===== config.mk =====
export PLATFORM = sky130hd
export DESIGN_NAME = restador_serial_8b
export DESIGN_NICKNAME = d
export VERILOG_FILES = /design/src/rtl/restador_serial_8b.sv
export SDC_FILE = /design/constraint.sdc
export NUM_CORES = 1
export LEC_CHECK = 0
export BUFFER_PORTS_ARGS = -buffer_cell sky130_fd_sc_hd__buf_2
export CAP_MARGIN = 20
export CORE_ASPECT_RATIO = 1.25
export CORE_UTILIZATION = 48
export DETAILED_ROUTE_END_ITERATION = 6
export PLACE_DENSITY = 0.71
export SYNTH_ARGS = -nofsm -noshare
export SYNTH_HDL_FRONTEND = slang
export SYNTH_SLANG_ARGS = --single-unit
export TNS_END_PERCENT = 5

===== constraint.sdc =====
create_clock -name clk -period 2.3 [get_ports clk]
set_clock_uncertainty 0.1 [all_clocks]
set_input_delay 0.575 -clock clk [delete_from_list [all_inputs] [get_ports clk]]
set_output_delay 0.575 -clock clk [all_outputs]
set_load 0.1 [all_outputs]

===== src/rtl/restador_serial_8b.sv =====
// Bit-serial subtractor: a - b - entPrestamo, one bit per clock, LSB first.
// Optional signed-overflow output enabled by defining RESTADOR_OVERFLOW_EN.
module restador_serial_8b #(
    parameter int unsigned WIDTH = 8
) (
    input  logic             clk,
    input  logic             rst,
    input  logic             iniciar,
    input  logic [WIDTH-1:0] a,
    input  logic [WIDTH-1:0] b,
    input  logic             entPrestamo,
    output logic             ocupado,
    output logic             listo,
    output logic [WIDTH-1:0] resta,
    output logic             salPrestamo
`ifdef RESTADOR_OVERFLOW_EN
    ,
    output logic             desbordamiento
`endif
);

    localparam int unsigned CW = (WIDTH > 1) ? $clog2(WIDTH) : 1;

    typedef enum logic [1:0] {
        INACTIVO,
        RESTANDO,
        LISTO
    } state_t;

    state_t           state_q, state_d;
    logic [CW-1:0]    cnt_q, cnt_d;
    logic [WIDTH-1:0] a_q, a_d;
    logic [WIDTH-1:0] b_q, b_d;
    logic             p_q, p_d;
    logic [WIDTH-1:0] dif_q, dif_d;
    logic [WIDTH-1:0] resta_q, resta_d;
    logic             salp_q, salp_d;
    logic             ocupado_q, ocupado_d;
    logic             listo_q, listo_d;
`ifdef RESTADOR_OVERFLOW_EN
    logic             ovf_q, ovf_d;
`endif

    logic a_bit, b_bit, d_bit, p_next;

    // Current-bit full-subtractor cell.
    always_comb begin
        a_bit  = a_q[cnt_q];
        b_bit  = b_q[cnt_q];
        d_bit  = a_bit ^ b_bit ^ p_q;
        p_next = (~a_bit & b_bit) | (~(a_bit ^ b_bit) & p_q);
    end

    always_ff @(posedge clk) begin
        if (rst) begin
            state_q   <= INACTIVO;
            cnt_q     <= '0;
            a_q       <= '0;
            b_q       <= '0;
            p_q       <= 1'b0;
            dif_q     <= '0;
            resta_q   <= '0;
            salp_q    <= 1'b0;
            ocupado_q <= 1'b0;
            listo_q   <= 1'b0;
`ifdef RESTADOR_OVERFLOW_EN
            ovf_q     <= 1'b0;
`endif
        end else begin
            state_q   <= state_d;
            cnt_q     <= cnt_d;
            a_q       <= a_d;
            b_q       <= b_d;
            p_q       <= p_d;
            dif_q     <= dif_d;
            resta_q   <= resta_d;
            salp_q    <= salp_d;
            ocupado_q <= ocupado_d;
            listo_q   <= listo_d;
`ifdef RESTADOR_OVERFLOW_EN
            ovf_q     <= ovf_d;
`endif
        end
    end

    always_comb begin
        state_d   = state_q;
        cnt_d     = cnt_q;
        a_d       = a_q;
        b_d       = b_q;
        p_d       = p_q;
        dif_d     = dif_q;
        resta_d   = resta_q;
        salp_d    = salp_q;
        ocupado_d = 1'b0;
        listo_d   = 1'b0;
`ifdef RESTADOR_OVERFLOW_EN
        ovf_d     = ovf_q;
`endif
        case (state_q)
            INACTIVO, LISTO: begin
                if (iniciar) begin
                    a_d       = a;
                    b_d       = b;
                    p_d       = entPrestamo;
                    cnt_d     = '0;
                    dif_d     = '0;
                    ocupado_d = 1'b1;
                    state_d   = RESTANDO;
                end else begin
                    state_d = INACTIVO;
                end
            end
            RESTANDO: begin
                // Result bits enter at the MSB so bit 0 lands at the LSB after WIDTH shifts.
                dif_d     = {d_bit, dif_q[WIDTH-1:1]};
                p_d       = p_next;
                cnt_d     = cnt_q + CW'(1);
                ocupado_d = 1'b1;
                if (cnt_q == CW'(WIDTH - 1)) begin
                    cnt_d     = '0;
                    resta_d   = {d_bit, dif_q[WIDTH-1:1]};
                    salp_d    = p_next;
                    ocupado_d = 1'b0;
                    listo_d   = 1'b1;
                    state_d   = LISTO;
`ifdef RESTADOR_OVERFLOW_EN
                    ovf_d     = (a_q[WIDTH-1] != b_q[WIDTH-1]) && (d_bit != a_q[WIDTH-1]);
`endif
                end
            end
            default: state_d = INACTIVO;
        endcase
    end

    assign ocupado     = ocupado_q;
    assign listo       = listo_q;
    assign resta       = resta_q;
    assign salPrestamo = salp_q;
`ifdef RESTADOR_OVERFLOW_EN
    assign desbordamiento = ovf_q;
`endif

endmodule


==> results.yml <==
status:
  status: "finished, final reports clean"
critical_path:
  critPathSlowestCell: "fa_1"
  crit_required_ps: 2420
  worst_setup_path_start_kind: "flip-flop"
  worst_setup_path_end_kind: "flip-flop"
  cpPeakStageDelay_ps: 530
  crit_type: "flip-flop to flip-flop"
  cp.arrival_ps: 2240
  path_max_fanout: 4
  critical_path.cell_chain: "mux4_2, mux2_2, fa_1, nand3_1, a21oi_1"
detailed_routing:
  routed-via-count: 1337
  wl_per_cell_um: 12.5
  drt_iter0_markers: 34
  wl_um: 3110
  final_antenna_net_count: 0
  viasPerCell: 5.39
  drc_errors: 0
  first_pass_iters: 4
floorplan:
  die_x_um: 53.5
  initial_core_util_pct: 49.7
  row_count: 23
  fp.dieH_um: 66.3
  dieArea_um2: 3550
  core_area_um2: 3190
  io-pin-count: 31
global_routing:
  grt_pass1_vias: 1221
  grt_pass1_wl_um: 5370
  grt_max_degree: 41
  grt_antenna_before_repair: 0
  grt-ovfl-total: 0
  grt_usage_pct: 21.4
layout:
  antennaDiodeCount: 0
  fin_util_pct: 57.9
  nets: 233
  drive_above_1_share_pct: 21.8
  final_common_cell: "nand2_1"
  stdcell_area_um2: 1850
  mostFrequentLayoutCells: "nand2_1, dfxtp_1, a21oi_1"
  syn_to_final_growth_pct: 16.5
  fin_cells: 248
pwr:
  leakagePower_nw: 0.747
  power_mw: 1.34
  peakVddDrop_uv: 475
  pwr_density_cell_nw_per_um2: 723
synthesis:
  synth_area_um2: 1590
  yosysWarningCount: 0
  synth_cell_types: 25
  avgSynthCellArea_um2: 8.78
  syn_nets: 204
  ys_seq_area_share_pct: 50.4
  synth-seq-cells: 40
  syn_inst: 181
place:
  numPortBuffers: 30
  hpwl_um: 2190
  gp_congestion: 0.736
  dp.cells: 239
  place_area_um2: 1750
  dp_worst_setup_slack_ps: 184
sta:
  fin_ws_ps: 183
  slew_headroom_pct: 53.6
  tightest_slew_ps: 697
  hold_ws_ps: 351
  rsz0062_at_grt: "no"
  final.min_clock_period_ps: 2120
  clock.fmax_ghz: 0.472
  setup-tns-final_ps: 0
  period_share_pct: 92.1
  finalSetupViolCount: 0
  hold_viol: 0
  drv_slew: 0
clock_network:
  cts_max_level: 2
  postCtsHoldBufs: 0
  cts_resized: 0
  cts_sinks: 40
  clkLatencyLatePin_ps: 290
  cts_tree: "built"
  cts_root_buf: "clkbuf_8"
  clkSlewWorstSetupHoldPaths_ps: 70
  postCtsSetupBuffers: 0
  cts-buffers-inserted: 5
  cts_buffer_depth: 2
min_path:
  min_path_type: "flip-flop to flip-flop"
run:
  cap_viol_max_count: 0
-- Yosys cell counts --
master	n	share of area, %
o21a_1	1	0.47
nor2_1	5	1.2
nand3b_1	2	0.94
mux2i_1	1	0.63
nor4b_1	1	0.55
mux4_1	3	5.0
a2bb2oi_1	1	0.55
dfxtp_1	40	50
buf_4	2	0.94
a311oi_1	1	0.55
ha_1	2	1.6
fa_1	1	1.3
nand2b_1	2	0.79
buf_6	1	0.71
nor2b_1	2	0.79
clkbuf_1	6	1.4
nand2_1	48	11
buf_2	4	1.3
buf_1	1	0.24
nand3_1	18	5.7
mux2_2	1	0.71
inv_1	1	0.24
a31oi_1	1	0.39
a21oi_1	35	11
mux4_2	1	1.4
-- routing by layer --
metal / wire length [um] / GRT usage, % / up-vias
met4: 65 / 10.9 / 0
met5: 0 / 0 / -
met3: 114 / 6.21 / 5
met1: 1240 / 23.0 / 623
li1: - / - / 676
met2: 1690 / 36.9 / 33
-- critical path, delay by kind of cell, from the launching register on --
family / cells / cell delay, ps
mux: 2 / 800
flops: 1 / 430
simple gates: 1 / 70
fa+ha+maj: 1 / 530
compound gates: 1 / 120
-- path summary, 6_finish.rpt --
kind	start	to	slack (ps)	depth (start not counted)
setup / recovery	cnt_q[0]$_SDFFE_PP0P_	resta[7]$_SDFFE_PP0P_	180	5
hold / removal	resta[1]$_SDFFE_PP0P_	resta[1]$_SDFFE_PP0P_	350	2
setup reg to reg	cnt_q[0]$_SDFFE_PP0P_	resta[7]$_SDFFE_PP0P_	180	5
hold reg to reg	resta[1]$_SDFFE_PP0P_	resta[1]$_SDFFE_PP0P_	350	2
-- flip-flops by register name, indices dropped and copies added (netlist names) --
name	cells
a_q	8
b_q	8
resta	8
dif_q	7
cnt_q	3
state_q	2
listo	1
ocupado	1
p_q	1
salPrestamo	1
-- kinds of logic (layout without fill, tap and decap cells) --
family,Yosys count,after routing,share of synthesized area (%)
compound gates,39,39,13.0
mux,6,6,7.72
fa+ha+maj,3,3,2.83
buf+inv,15,45,4.80
flops,40,40,50.4
simple gates,78,78,21.3
-- layout make-up --
type / instances / area (um2)
repair buffers: 36 / 195
flip-flops and latches: 40 / 801
clock inverters: 2 / 10.0
fillers: 301 / 1340
well taps: 37 / 46.3
inverters: 1 / 3.75
multi-input cells: 126 / 712
clock buffers: 6 / 82.6
-- power breakdown --
part	switching, mW	leakage, nW	internal, mW
logic	0.0815	0.370	0.0549
clock network	0.229	0.0510	0.239
registers	0.0157	0.326	0.717
total	0.326	0.747	1.01
No activity file was read; power rests on OpenSTA's default activity.
